### src/rtl/uart_tx_word_feeder.sv
// uart_tx_word_feeder
//   Queues WORD_W-bit words in a small FIFO and feeds them to a UART
//   transmitter one N-bit byte at a time, least-significant byte first,
//   using a tx_start / tx_done handshake.
//
// Ports
//   clk       system clock, rising edge
//   reset     asynchronous active-low reset
//   wr_en     write strobe; word accepted when full=0, otherwise dropped
//   wr_data   word to queue
//   full      FIFO holds 2**DEPTH_LOG2 words
//   empty     FIFO holds no words
//   busy      a word is being sent or words are queued
//   tx_start  one-cycle frame request to the transmitter
//   tx_data   byte for the transmitter, held from tx_start until tx_done
//   tx_done   one-cycle frame-complete pulse from the transmitter
//
// Build option
//   UART_TX_FEEDER_OVF_EN adds a sticky overflow flag (output overflow)
//   that records dropped writes, cleared by input ovf_clr.
//
// FSM states
//   state  | meaning
//   IDLE   | no word in flight; pops the FIFO head when one is available
//   SEND   | tx_start high for this single cycle
//   WAIT   | frame in progress; tx_done selects next byte or IDLE
module uart_tx_word_feeder #(
   parameter int WORD_W     = 32,
   parameter int N          = 8,
   parameter int DEPTH_LOG2 = 2
) (
   input  logic              clk,
   input  logic              reset,
   input  logic              wr_en,
   input  logic [WORD_W-1:0] wr_data,
   output logic              full,
   output logic              empty,
   output logic              busy,
   output logic              tx_start,
   output logic [N-1:0]      tx_data,
   input  logic              tx_done
`ifdef UART_TX_FEEDER_OVF_EN
   ,
   output logic              overflow,
   input  logic              ovf_clr
`endif
);

   localparam int DEPTH = 1 << DEPTH_LOG2;
   localparam int BYTES = WORD_W / N;
   localparam int CNT_W = (BYTES > 1) ? $clog2(BYTES) : 1;

   localparam logic [CNT_W-1:0]      LAST_BYTE = CNT_W'(BYTES - 1);
   localparam logic [CNT_W-1:0]      CNT_ONE   = CNT_W'(1);
   localparam logic [DEPTH_LOG2-1:0] PTR_ONE   = DEPTH_LOG2'(1);
   localparam logic [DEPTH_LOG2:0]   OCC_ONE   = (DEPTH_LOG2 + 1)'(1);
   localparam logic [DEPTH_LOG2:0]   OCC_FULL  = (DEPTH_LOG2 + 1)'(DEPTH);

   typedef enum logic [1:0] {S_IDLE, S_SEND, S_WAIT} state_t;

   state_t                  state_q, state_d;
   logic [WORD_W-1:0]       mem_q [DEPTH];
   logic [WORD_W-1:0]       mem_d [DEPTH];
   logic [DEPTH_LOG2-1:0]   wr_ptr_q, wr_ptr_d;
   logic [DEPTH_LOG2-1:0]   rd_ptr_q, rd_ptr_d;
   logic [DEPTH_LOG2:0]     count_q, count_d;
   logic [WORD_W-1:0]       shift_q, shift_d;
   logic [CNT_W-1:0]        byte_cnt_q, byte_cnt_d;
   logic                    push;
   logic                    pop;

   assign full  = (count_q == OCC_FULL);
   assign empty = (count_q == '0);

   // A write against a full FIFO is dropped even when the FSM pops in the
   // same cycle, so push only looks at the registered occupancy.
   assign push = wr_en & ~full;
   assign pop  = (state_q == S_IDLE) & ~empty;

   always_comb begin
      mem_d    = mem_q;
      wr_ptr_d = wr_ptr_q;
      rd_ptr_d = rd_ptr_q;
      count_d  = count_q;
      if (push) begin
         mem_d[wr_ptr_q] = wr_data;
         wr_ptr_d        = wr_ptr_q + PTR_ONE;
      end
      if (pop) begin
         rd_ptr_d = rd_ptr_q + PTR_ONE;
      end
      case ({push, pop})
         2'b10:   count_d = count_q + OCC_ONE;
         2'b01:   count_d = count_q - OCC_ONE;
         default: count_d = count_q;
      endcase
   end

   // next-state
   always_comb begin
      state_d = state_q;
      case (state_q)
         S_IDLE: if (!empty) state_d = S_SEND;
         S_SEND: state_d = S_WAIT;
         S_WAIT: if (tx_done) state_d = (byte_cnt_q == LAST_BYTE) ? S_IDLE : S_SEND;
         default: state_d = S_IDLE;
      endcase
   end

   // word shift register and byte counter; the current byte always sits in
   // the low N bits so tx_data needs no mux
   always_comb begin
      shift_d    = shift_q;
      byte_cnt_d = byte_cnt_q;
      if (pop) begin
         shift_d    = mem_q[rd_ptr_q];
         byte_cnt_d = '0;
      end else if ((state_q == S_WAIT) && tx_done && (byte_cnt_q != LAST_BYTE)) begin
         shift_d    = shift_q >> N;
         byte_cnt_d = byte_cnt_q + CNT_ONE;
      end
   end

   // outputs
   always_comb begin
      tx_start = (state_q == S_SEND);
      tx_data  = shift_q[N-1:0];
      busy     = (state_q != S_IDLE) | ~empty;
   end

`ifdef UART_TX_FEEDER_OVF_EN
   logic overflow_q, overflow_d;

   always_comb begin
      overflow_d = overflow_q;
      if (ovf_clr) begin
         overflow_d = 1'b0;
      end else if (wr_en && full) begin
         overflow_d = 1'b1;
      end
   end

   assign overflow = overflow_q;

   always_ff @(posedge clk or negedge reset) begin
      if (!reset) begin
         overflow_q <= 1'b0;
      end else begin
         overflow_q <= overflow_d;
      end
   end
`endif

   always_ff @(posedge clk or negedge reset) begin
      if (!reset) begin
         state_q    <= S_IDLE;
         mem_q      <= '{default: '0};
         wr_ptr_q   <= '0;
         rd_ptr_q   <= '0;
         count_q    <= '0;
         shift_q    <= '0;
         byte_cnt_q <= '0;
      end else begin
         state_q    <= state_d;
         mem_q      <= mem_d;
         wr_ptr_q   <= wr_ptr_d;
         rd_ptr_q   <= rd_ptr_d;
         count_q    <= count_d;
         shift_q    <= shift_d;
         byte_cnt_q <= byte_cnt_d;
      end
   end

endmodule

### config.mk
export PLATFORM = sky130hd
export DESIGN_NAME = uart_tx_word_feeder
export DESIGN_NICKNAME = d
export VERILOG_FILES = /design/src/rtl/uart_tx_word_feeder.sv
export SDC_FILE = /design/constraint.sdc
export NUM_CORES = 1
export LEC_CHECK = 0
export BUFFER_PORTS_ARGS = -buffer_cell sky130_fd_sc_hd__buf_4
export CAP_MARGIN = 20
export CORE_MARGIN = 4
export CORE_UTILIZATION = 45
export CTS_CLUSTER_DIAMETER = 50
export DETAILED_ROUTE_END_ITERATION = 8
export GPL_TIMING_DRIVEN = 0
export PLACE_DENSITY = 0.68
export SYNTH_ARGS = -nofsm -noshare
export SYNTH_HDL_FRONTEND = slang
export SYNTH_SLANG_ARGS = --single-unit
### constraint.sdc
create_clock -name clk -period 4.3 [get_ports clk]
set_input_delay 0.86 -clock clk [delete_from_list [all_inputs] [get_ports clk]]
set_output_delay 0.86 -clock clk [all_outputs]
set_load 0.05 [all_outputs]
[Yosys cells after proc, flatten, opt, wreduce, memory -nomap -nowiden]
Index checks and enable logic that the tools add are counted.
Operators by class
  add/sub/neg operators: 5
  reductions and logical operators: 9
  equality and inequality tests: 9
  mux-type cells: 15
  bitwise logic cells: 7
  order comparisons: 3
Operator list (number)
  32-bit two-way mux: 5
  128-bit bitwise mux: 1
  32-bit binary-select mux with 2-bit select: 1
  32-bit demux with 2-bit select: 1
  2-bit two-way mux: 4
  2-bit by 1-bit adder with 2-bit output (second input constant): 3
  2-bit equality test (second input constant): 3
  3-bit greater-or-equal comparator (second input constant): 2
  2-bit != test (second input constant): 3
  2-bit NOT with 3-bit output: 2
  2-bit one-hot mux with 3 select lines: 1
  3-bit one-hot mux with 2 select lines: 1
  2-bit nonzero test: 3
  2-bit by 1-bit equality test with 1-bit output (second input constant): 2
  3-bit by 1-bit adder with 3-bit output (second input constant): 1
  3-bit equality test (second input constant): 1
  1-bit logical AND: 3
  3-bit logical NOT: 1
  3-bit by 1-bit less-than comparator with 1-bit output (second input constant): 1
  3-bit by 1-bit subtractor with 3-bit output (second input constant): 1
  1-bit AND: 2
  2-bit logical NOT: 1
  1-bit NOT: 2
  2-bit AND reduction: 1
  other kinds (2): 2
Storage, ports and cells
  output and inout port bits: 12
  logic and storage cells: 58
  bits in registers: 171
  bits of input ports: 36

[Longest topological paths before layout]
Gate-level depths: netlist of run 1.
  depth in word-level cells: 6
  gate-level depth with buffers: 11
  mapped depth without buffers: 9

[Worst setup path after synthesis of run 1]
OpenSTA, ideal clock, no wires.
  path type: flip-flop to output port
  start: register count_q[1]
  end: output port busy
  arrival time: 1.658 ns
  slack: 1.782 ns
  data required time: 3.440 ns
  path buffers: 1
  cell stages (with the launch flop): 5
  path through: dfrtp_1 > or3_1 > clkbuf_2 > inv_1 > nand2_1
On the way
  cells in the longest elaborated chain, start to end: 3
Ends and longest elaborated chain
  start: declaration: RTL line 66  | logic [DEPTH_LOG2:0] count_q, count_d;
  start signal: assignment: RTL line 168  | count_q <= count_d;
  3-bit logical NOT: RTL line 73  | assign empty = (count_q == '0);
  named net empty: RTL line 37  | output logic empty,
  1-bit NOT: RTL line 128  | busy = (state_q != S_IDLE) | ~empty;
  1-bit OR: RTL line 128
  end: declaration: RTL line 38  | output logic busy,
The timed path passes the listed nets, and every way through them passes these cells.

[Final worst setup path of run 1]
  start: register state_q[1]
  end: output port busy
On the way
  cells in the longest elaborated chain, start to end: 2
Ends and longest elaborated chain
  start: declaration: RTL line 61  | state_t state_q, state_d;
  start signal: assignment: RTL line 164  | state_q <= state_d;
  2-bit nonzero test: RTL line 128
  1-bit OR: RTL line 128
Every way passes these cells.

==> flow_summary.yaml, run 1 <==
detailed_routing:
  drcViolationCount: 0
  firstDrtPassIters: 6
  ant_nets: 0
  drt_iter0_drc: 219
  routed_wl_mm: 15.9
  wl_per_cell_um: 19.7
  via_count: 4448
  avgViaCountPerCell: 5.51
worst_setup_path:
  critical_path_depth: 5
  cp_data_arrival_time_ns: 2.31
  crit_fanout: 10
  end_kind: "output pin"
  startpoint_type: "flip-flop"
  r2r_start: "count_q[0]"
  rrSetupSlack_ns: 1.41
  cp_slowest_cell: "dfrtp_1"
  timing.rr.end: "count_q[2]"
  crit_chain: "nor2_1 -> buf_2 -> buf_1 -> nand2_1 -> buf_4"
  r2r_cells: 11
  critical_path.max_stage_delay_ns: 0.43
  path_buf_inv: 3
  crit_family: "buffers and inverters"
  path_class: "flip-flop to output pin"
  required_ns: 3.44
cts:
  path_clk_slew_ns: 0.06
  holdBufCountCts: 0
  cts_setup_buffers: 0
  cts_made_buffers: 17
  cts.root.buffer_cell: "clkbuf_16"
  cts_tree: "built"
  ctsLongestPathBuffers: 2
  post_cts_resized: 0
  h-tree-depth: 4
  clkLatencyLatePin_ns: 0.43
  clock_sinks: 171
timing:
  rsz0062_at_grt: "false"
  setup_violations: 0
  fin_tns_setup_ns: 0
  hold_violations: 0
  finalCritPeriodShare_pct: 73.6
  finalClockSkew_ns: 0.00795
  tightest_slew_ns: 0.695
  period_minus_slack_ns: 3.17
  max_freq_ghz: 0.316
  worst_slack_ns: 1.13
  final_max_slew_viol_count: 0
  worst_hold_slack_ns: 0.407
  worst_slew_margin_rel_pct: 53.4
global_route:
  grt_max_degree: 90
  grtUsageMet1_pct: 22.4
  busiest_layer: "met2"
  grt_pass1_wl_mm: 26.3
  grt_pass1_vias: 4868
  use_met2_pct: 29.0
  overflow: 0
  antenna_found_initial: 0
  grtUsageTotal_pct: 17.4
  met3_usage_pct: 3.79
place:
  place_ws_ns: 1.40
  hpwl_mm: 10.9
  dp.cells: 775
  globalplace.congestion: 0.772
  portBuffers: 47
power_and_ir_drop:
  comb_power_share_pct: 40.8
  power.density_nw_per_um2: 836
  intPower_mw: 5.01
  vdd_drop_max_mv: 0.375
  p_sw_mw: 2.47
  seq_power_share_pct: 38.3
  pwr-share-clk_pct: 20.8
  swShare_pct: 33.0
  cellLeakagePower_nw: 3.99
  total_power_mw: 7.48
yosys:
  ys_seq_area_share_pct: 55.8
  synth_area_leader_cell: "dfrtp_1"
  ys_async_sr_fraction_pct: 100
  ys_types: 35
  syn_avg_cell_area_um2: 15.1
  syn_nets: 550
  synth_edf_count: 0
  syn_area_um2: 7670
  synthTopCellsByArea: "dfrtp_1, mux2_2, mux4_2"
  synthCells: 507
  yosysWarningCount: 0
  ys_ff_latch: 171
  synth_flop_cell: "dfrtp_1"
  synth_top_area_share_pct: 55.8
layout:
  fillers: 1336
  final_cells: 807
  mostFrequentLayoutCells: "dfrtp_1, mux2_2, buf_4, o21ai_0, nand3_1"
  syn_to_final_growth_pct: 16.5
  n_antenna_cell: 0
  drive_above_1_share_pct: 45.0
  final_common_cell: "dfrtp_1"
  final_nets: 617
worst_hold_path:
  worstHoldPathType: "input pin to async pin"
die:
  die_h_um: 139
  ios: 48
  die-width_um: 139
  initial_core_util_pct: 46.1
  core-area_um2: 16600
  std_cell_rows: 47
  dieArea_um2: 19200
flow_run:
  cap_violations: 0
outcome:
  status: "finished, final reports clean"
==> Yosys cell counts (6+ instances only) <==
cell type	n
buf_2	9
mux2i_1	16
inv_1	8
nand3_1	25
mux4_1	10
mux2_2	121
mux2_1	8
mux4_2	22
and3_1	8
dfrtp_1	171
o21ai_0	25
buf_4	23
a221o_1	8
nand2_1	13
ha_1	6
==> logic make-up after synthesis <==
family          Yosys count  synth area share [%]
flops                   171                  55.8
fa+ha+maj                 7                  1.24
compound gates           35                  2.85
xor+xnor                  7                 0.799
mux                     177                  30.9
simple gates             61                  4.45
buf+inv                  49                  4.01
==> worst max-delay path by stage <==
stage / slack (ns) / end / from
global placement: 1.46 / count_q[2] / count_q[0]
CTS: 1.11 / busy / state_q[1]
floorplan: 1.78 / busy / count_q[1]
detailed placement: 1.40 / count_q[2] / count_q[0]
finish: 1.13 / busy / state_q[1]
global route: 0.95 / busy / state_q[1]
==> metal layers <==
layer	vias up	wire length [µm]
li1	1997	-
met1	2353	7070
met2	75	8090
met3	23	496
met4	0	274
met5	-	0
==> layout make-up <==
type | count | area [µm²] | share of cell area (%)
clock inverters | 11 | 144 | 1.61
plain buffers | 41 | 278 | 3.11
repair buffers | 48 | 388 | 4.34
multi-input cells | 287 | 3090 | 34.5
inverters | 8 | 30.0 | 0.336
clock buffers | 21 | 460 | 5.15
well taps | 220 | 275 | 3.08
flip-flops and latches | 171 | 4280 | 47.9
==> through the flow <==
stage          util, %  cell area [µm²]
6_report          53.7             8940
5_1_grt           53.7             8940
4_1_cts           53.7             8940
3_5_place_dp      50.1             8340
3_3_place_gp      49.9             8300
2_1_floorplan        -             7670
==> registers in the layout, summed over array words and instances (netlist names) <==
| register | flops |
|---|---|
| rd_ptr_q | 2 |
| byte_cnt_q | 2 |
| shift_q | 32 |
| state_q | 2 |
| count_q | 3 |
| wr_ptr_q | 2 |
| mem_q | 128 |
==> worst register-to-register path, stage by stage (launching register included) <==
cell and delay (ns):
dfrtp_1 0.39, or3_1 0.14, clkbuf_2 0.19, inv_1 0.13
nor3_2 0.55, buf_2 0.35, ha_1 0.22, inv_1 0.06
fa_1 0.37, xor2_1 0.15, nor2_1 0.12, xor2_1 0.15
==> power groups by stage <==
| stage | combinational [mW] | sequential, mW | clock, mW |
|---|---|---|---|
| finish | 3.05 | 2.87 | 1.56 |
| floorplan | 2.39 | 2.72 | 0 |
| global placement | 2.98 | 2.82 | 0 |
| detailed placement | 3.09 | 2.90 | 0 |
| global route | 3.32 | 2.96 | 1.66 |
| CTS | 3.10 | 2.87 | 1.59 |
Power figures use the tool's default switching activity.
==> run 2: changes to the inputs <==
--- a/config.mk
+++ b/config.mk
@@ -5,6 +5,7 @@
 export SDC_FILE = /design/constraint.sdc
 export NUM_CORES = 1
 export LEC_CHECK = 0
+export ABC_AREA = 1
 export BUFFER_PORTS_ARGS = -buffer_cell sky130_fd_sc_hd__buf_4
 export CAP_MARGIN = 20
 export CORE_MARGIN = 4
@@ -12,7 +13,7 @@
 export CTS_CLUSTER_DIAMETER = 50
 export DETAILED_ROUTE_END_ITERATION = 8
 export GPL_TIMING_DRIVEN = 0
-export PLACE_DENSITY = 0.68
+export PLACE_DENSITY = 0.7
 export SYNTH_ARGS = -nofsm -noshare
 export SYNTH_HDL_FRONTEND = slang
 export SYNTH_SLANG_ARGS = --single-unit
==> constraint.sdc (replaced) <==
create_clock -name clk -period 2.9 [get_ports clk]
set_input_delay 0.58 -clock clk [delete_from_list [all_inputs] [get_ports clk]]
set_output_delay 0.58 -clock clk [all_outputs]
set_load 0.05 [all_outputs]
==> run 2 against run 1 <==
- sequential power up 42%
- via count up 47%
- sequential cell count unchanged
- largest power group unchanged
==> flow_summary.yaml, run 2 <==
layout:
  fillers: 1708
  final_cells: 1281
  largest_register: "mem_q"
  drive_above_1_share_pct: 19.3
  mostFrequentLayoutCells: "nand2_1, dfrtp_1, nand3_1, inv_1, o21ai_1"
  syn_to_final_growth_pct: 15.2
  final_nets: 1082
  register_area_um2: 4280
  largest_register_ffs: 128
  multiInputGateArea_um2: 3080
  n_antenna_cell: 0
  final_common_cell: "nand2_1"
  largestRegisters: "mem_q: 128 flops, shift_q: 32 flops, count_q: 3 flops"
flow_run:
  cap_violations: 0
die:
  dieArea_um2: 20600
  die_h_um: 143
  initial_core_util_pct: 45.8
  std_cell_rows: 49
  ios: 48
  core-area_um2: 18000
  die-width_um: 143
worst_setup_path:
  critical_path_depth: 11
  cp_data_arrival_time_ns: 2.53
  crit_family: "adder cells"
  r2r_start: "state_q[1]"
  r2r_cells: 11
  timing.rr.end: "count_q[2]"
  crit_fanout: 10
  critical_path.max_stage_delay_ns: 0.39
  critPathLaunch: "state_q[1]"
  cp_slowest_cell: "dfrtp_1"
  required_ns: 3.26
  path_class: "flip-flop to flip-flop"
  critPathCapture: "count_q[2]"
  end_kind: "flip-flop"
  path_buf_inv: 3
  crit_chain: "inv_1 -> nand2_1 -> a21oi_4 -> buf_4 -> ha_1 -> inv_1 -> fa_1 -> nor2_1 -> nor2_1 -> nand2_1 -> xor2_1"
  rrSetupSlack_ns: 0.73
  startpoint_type: "flip-flop"
place:
  hpwl_mm: 14.2
  dp.cells: 1249
  globalplace.congestion: 0.829
  portBuffers: 46
  place_ws_ns: 0.727
cts:
  post_cts_resized: 0
  holdBufCountCts: 0
  cts_made_buffers: 17
  ctsLongestPathBuffers: 2
  cts.root.buffer_cell: "clkbuf_16"
  cts_tree: "built"
  clkLatencyLatePin_ns: 0.44
  path_clk_slew_ns: 0.07
  h-tree-depth: 4
  clock_sinks: 171
  cts_setup_buffers: 0
timing:
  finalClockSkew_ns: 0.0141
  period_minus_slack_ns: 2.17
  setup_violations: 0
  finalCritPeriodShare_pct: 74.8
  tightest_slew_ns: 0.751
  fin_tns_setup_ns: 0
  worst_slew_margin_rel_pct: 49.9
  rsz0062_at_grt: "false"
  hold_violations: 0
  final_max_slew_viol_count: 0
  worst_hold_slack_ns: 0.177
  max_freq_ghz: 0.461
  worst_slack_ns: 0.732
yosys:
  synth_flop_cell: "dfrtp_1"
  synth_top_area_share_pct: 51.8
  yosysMostFrequentCell: "nand2_1"
  syn_avg_cell_area_um2: 8.49
  ys_ff_latch: 171
  synthCells: 973
  ys_seq_area_share_pct: 51.8
  netlist_top_cells_count: "nand2_1, dfrtp_1, nand3_1"
  ys_types: 24
  synthTopCellsByArea: "dfrtp_1, nand2_1, nand3_1"
  ys_async_sr_fraction_pct: 100
  synth_edf_count: 0
  yosysWarningCount: 0
  synth_area_leader_cell: "dfrtp_1"
  syn_area_um2: 8260
  syn_nets: 1016
global_route:
  antenna_found_initial: 0
  grtUsageTotal_pct: 21.3
  grt_max_degree: 99
  grt_pass1_wl_mm: 33.8
  overflow: 0
  grt_pass1_vias: 6409
detailed_routing:
  ant_nets: 0
  drt_iter0_drc: 510
  wl_met1_mm: 9.46
  wl_per_cell_um: 16.1
  drcViolationCount: 0
  top_layer_used: "met4"
  route.met3.wl_um: 924
  routed_wl_mm: 20.7
  avgViaCountPerCell: 5.12
  via_count: 6556
  firstDrtPassIters: 5
  wl_met2_mm: 9.74
outcome:
  status: "finished, final reports clean"
power_and_ir_drop:
  vdd_drop_max_mv: 0.645
  cellLeakagePower_nw: 4.90
  power.density_nw_per_um2: 1220
worst_hold_path:
  worstHoldPathType: "input pin to async pin"
==> run 2: cell types whose count changed after synthesis, sizes merged, moves of 26 or more <==
| cell | change |
|---|---|
| buf | +26 |
| inv | +97 |
| mux2 | -129 |
| mux4 | -32 |
| nand2 | +320 |
| nand3 | +103 |
| o21ai | +115 |
==> run 2: final cells by class <==
class,count,share of cell area [%]
buffer,65,5.30
clock buffer,17,4.47
clock inverter,15,1.74
inverter,105,4.14
multi-input combinational,632,32.4
sequential,171,45.0
tap,229,3.01
timing repair buffer,47,4.00
==> run 2: worst min path at each step <==
| stage | end | slack (ns) | depth (start not counted) |
|---|---|---|---|
| floorplan | byte_cnt_q[0] | 0.28 | 0 |
| global placement | mem_q[115] | 0.46 | 2 |
| detailed placement | mem_q[115] | 0.46 | 2 |
| CTS | mem_q[72] | 0.22 | 1 |
| global route | mem_q[39] | 0.25 | 1 |
| finish | mem_q[39] | 0.18 | 1 |
==> run 2: worst reg2reg max path, cell delays in order, from the launching register on <==
cell     delay (ns)
dfrtp_1        0.39
inv_1          0.09
nand2_1        0.10
a21oi_4        0.30
buf_4          0.26
ha_1           0.16
inv_1          0.06
fa_1           0.38
nor2_1         0.11
nor2_1         0.04
nand2_1        0.07
xor2_1         0.15
==> run 2: metrics by stage <==
stage / power [mW] / cell area, µm² / utilization (%)
after global placement: 9.11 / 8890 / 49.3
after global routing: 12.4 / 9510 / 52.8
after detailed placement: 9.27 / 8920 / 49.5
after floorplan: 7.79 / 8260 / -
after CTS: 11.6 / 9510 / 52.8
final: 11.6 / 9510 / 52.8
==> run 2: logic make-up (layout without fill, tap and decap cells) <==
kind of cell | after synthesis | count (layout) | synth area share, %
flip-flops | 171 | 171 | 51.8
AO/OA/AOI/OAI | 142 | 142 | 11.1
XOR/XNOR | 4 | 4 | 0.424
adder cells (fa/ha/maj) | 7 | 7 | 1.15
AND/OR/NAND/NOR | 479 | 479 | 24.7
buffers and inverters | 170 | 249 | 10.9
==> run 2: power by group <==
group / internal (mW) / switching [mW] / leakage, nW / total [mW]
combinational: 1.86 / 3.32 / 2.47 / 5.18
clock: 1.29 / 1.02 / 0.283 / 2.31
sequential: 3.50 / 0.578 / 2.15 / 4.08
total: 6.64 / 4.92 / 4.90 / 11.6
==> run 2: layer usage <==
metal  global-route usage [%]  vias up
met2                     33.9      152
met1                     29.1     3155
met5                        0        -
met4                     8.42        0
li1                         -     3209
met3                     3.79       40
==> run 3: changes to the inputs <==
--- a/config.mk
+++ b/config.mk
@@ -13,7 +13,7 @@
 export CTS_CLUSTER_DIAMETER = 50
 export DETAILED_ROUTE_END_ITERATION = 8
 export GPL_TIMING_DRIVEN = 0
-export PLACE_DENSITY = 0.7
+export PLACE_DENSITY = 0.68
 export SYNTH_ARGS = -nofsm -noshare
 export SYNTH_HDL_FRONTEND = slang
 export SYNTH_SLANG_ARGS = --single-unit
==> constraint.sdc (replaced) <==
create_clock -name clk -period 2.25 [get_ports clk]
set_input_delay 0.45 -clock clk [delete_from_list [all_inputs] [get_ports clk]]
set_output_delay 0.45 -clock clk [all_outputs]
set_load 0.05 [all_outputs]
==> run 3 against run 2 <==
- first-iteration DRC count up 3.7%
- final cell count down 0.16%
- sequential share of layout area down 0.24 points
- sequential power up 29%
- critical endpoint unchanged
- highest routed layer unchanged
==> flow_summary.yaml, run 3 (synthesis results as in run 2) <==
layout:
  final_nets: 1084
  largestRegisters: "mem_q: 128 flops, shift_q: 32 flops, count_q: 3 flops"
  mostFrequentLayoutCells: "nand2_1, dfrtp_1, nand3_1, inv_1, o21ai_1"
  syn_to_final_growth_pct: 15.8
  largest_register: "mem_q"
  largest_register_ffs: 128
  final_common_cell: "nand2_1"
  final_cells: 1279
  drive_above_1_share_pct: 19.0
  fillers: 1719
  n_antenna_cell: 0
die:
  die-width_um: 143
  initial_core_util_pct: 45.8
  die_h_um: 143
  dieArea_um2: 20600
  std_cell_rows: 49
  ios: 48
  core-area_um2: 18000
detailed_routing:
  ant_nets: 0
  drt_iter0_drc: 529
  avgViaCountPerCell: 5.12
  firstDrtPassIters: 5
  drcViolationCount: 0
  routed_wl_mm: 20.5
  via_count: 6544
  wl_per_cell_um: 16.0
worst_setup_path:
  crit_chain: "inv_1 -> nand2_1 -> a21oi_4 -> buf_4 -> ha_1 -> inv_1 -> fa_1 -> nor2_1 -> nor2_1 -> nand2_1 -> xor2_1"
  timing.rr.end: "count_q[2]"
  crit_fanout: 10
  startpoint_type: "flip-flop"
  r2r_start: "state_q[1]"
  path_class: "flip-flop to flip-flop"
  crit_family: "adder cells"
  rrSetupSlack_ns: 0.25
  end_kind: "flip-flop"
  cp_slowest_cell: "dfrtp_1"
  path_buf_inv: 3
  critical_path.max_stage_delay_ns: 0.39
  required_ns: 2.60
  cp_data_arrival_time_ns: 2.35
  r2r_cells: 11
cts:
  cts_made_buffers: 17
  path_clk_slew_ns: 0.06
  cts_tree: "built"
  holdBufCountCts: 0
  h-tree-depth: 4
  clkLatencyLatePin_ns: 0.43
  clock_sinks: 171
  ctsLongestPathBuffers: 2
  cts.root.buffer_cell: "clkbuf_16"
timing:
  max_freq_ghz: 0.499
  rsz0062_at_grt: "false"
  worst_slew_margin_rel_pct: 54.7
  final_max_slew_viol_count: 0
  period_minus_slack_ns: 2.00
  fin_tns_setup_ns: 0
  finalCritPeriodShare_pct: 89.1
  tightest_slew_ns: 0.680
  finalClockSkew_ns: 0.00820
  hold_violations: 0
  setup_violations: 0
power_and_ir_drop:
  seq_power_share_pct: 34.9
  cellLeakagePower_nw: 4.93
  swShare_pct: 40.7
  comb_power_share_pct: 44.2
  p_sw_mw: 6.13
  vdd_drop_max_mv: 0.741
  total_power_mw: 15.1
  power.density_nw_per_um2: 1580
  intPower_mw: 8.94
  pwr-share-clk_pct: 20.9
global_route:
  use_met2_pct: 33.4
  antenna_found_initial: 0
  overflow: 0
  busiest_layer: "met2"
  met3_usage_pct: 3.09
  grt_pass1_wl_mm: 33.7
  grtUsageMet1_pct: 30.1
  grt_pass1_vias: 6257
  grt_max_degree: 89
  grtUsageTotal_pct: 21.1
place:
  globalplace.congestion: 0.815
  hpwl_mm: 14.1
  dp.cells: 1249
  portBuffers: 46
outcome:
  status: "finished, final reports clean"
worst_hold_path:
  worstHoldPathType: "input pin to async pin"
flow_run:
  cap_violations: 0
==> run 3: cell types whose count changed in the layout (fill, tap and decap cells not counted) <==
cell        before  now
inv_8            1    0
clkbuf_8         0    2
clkinv_4         2    1
clkbuf_1         3    4
clkinvlp_4       3    0
buf_4           58   60
bufinv_16        2    5
inv_6            5    0
==> run 3: power by group through the flow <==
| stage | Sequential (mW) | Clock (mW) | Combinational (mW) |
|---|---|---|---|
| floorplan | 5.10 | 0 | 4.94 |
| global placement | 5.25 | 0 | 6.50 |
| detailed placement | 5.28 | 0 | 6.66 |
| CTS | 5.24 | 3.19 | 6.68 |
| global route | 5.41 | 3.31 | 7.52 |
| finish | 5.26 | 3.15 | 6.66 |
==> run 3: what timing repair did <==
action                                  in CTS  in global routing
endpoints found under the setup margin       0                  1
buffers inserted                             0                  2
resized for setup                            0                  0
==> run 3: routing by layer <==
layer  part of all wire (%)  vias up
li1                       -     3216
met5                      0        -
met2                     47      149
met4                    2.2        0
met1                     46     3146
met3                    4.6       33
==> run 3: per-stage QoR <==
step | setup WS (ns) | utilization [%] | instance area, µm² | hold slack (ns)
after CTS | 0.0529 | 53.0 | 9550 | 0.0379
after global routing | 0.0516 | 53.1 | 9560 | 0.0637
after detailed placement | 0.0682 | 49.5 | 8920 | 0.464
final | 0.246 | 53.1 | 9560 | 0.00601
after floorplan | 0.383 | - | 8260 | 0.154
after global placement | -0.290 | 49.3 | 8890 | 0.461
==> run 3: worst max-delay path by stage <==
stage / endpoint / cells past startpoint / startpoint
2_1_floorplan: count_q[2] / 11 / state_q[0]
3_3_place_gp: mem_q[121] / 1 / reset
3_5_place_dp: count_q[2] / 11 / state_q[1]
4_1_cts: count_q[2] / 11 / state_q[1]
5_1_grt: count_q[2] / 11 / state_q[0]
6_report: count_q[2] / 11 / state_q[1]
==> run 3: worst register-to-register path: stages, from the launching register on <==
cell     delay [ns]
dfrtp_1        0.39
inv_1          0.09
nand2_1        0.10
a21oi_4        0.16
buf_4          0.22
ha_1           0.16
inv_1          0.06
fa_1           0.38
nor2_1         0.11
nor2_1         0.04
nand2_1        0.07
xor2_1         0.15
==> run 3: layout make-up <==
class	instances	area, µm²	area share (%)
sequential	171	4280	44.7
clock buffer	20	457	4.77
inverter	105	394	4.12
timing repair buffer	49	395	4.13
multi-input combinational	632	3080	32.2
clock inverter	8	169	1.77
tap	229	287	3.00
buffer	65	504	5.27
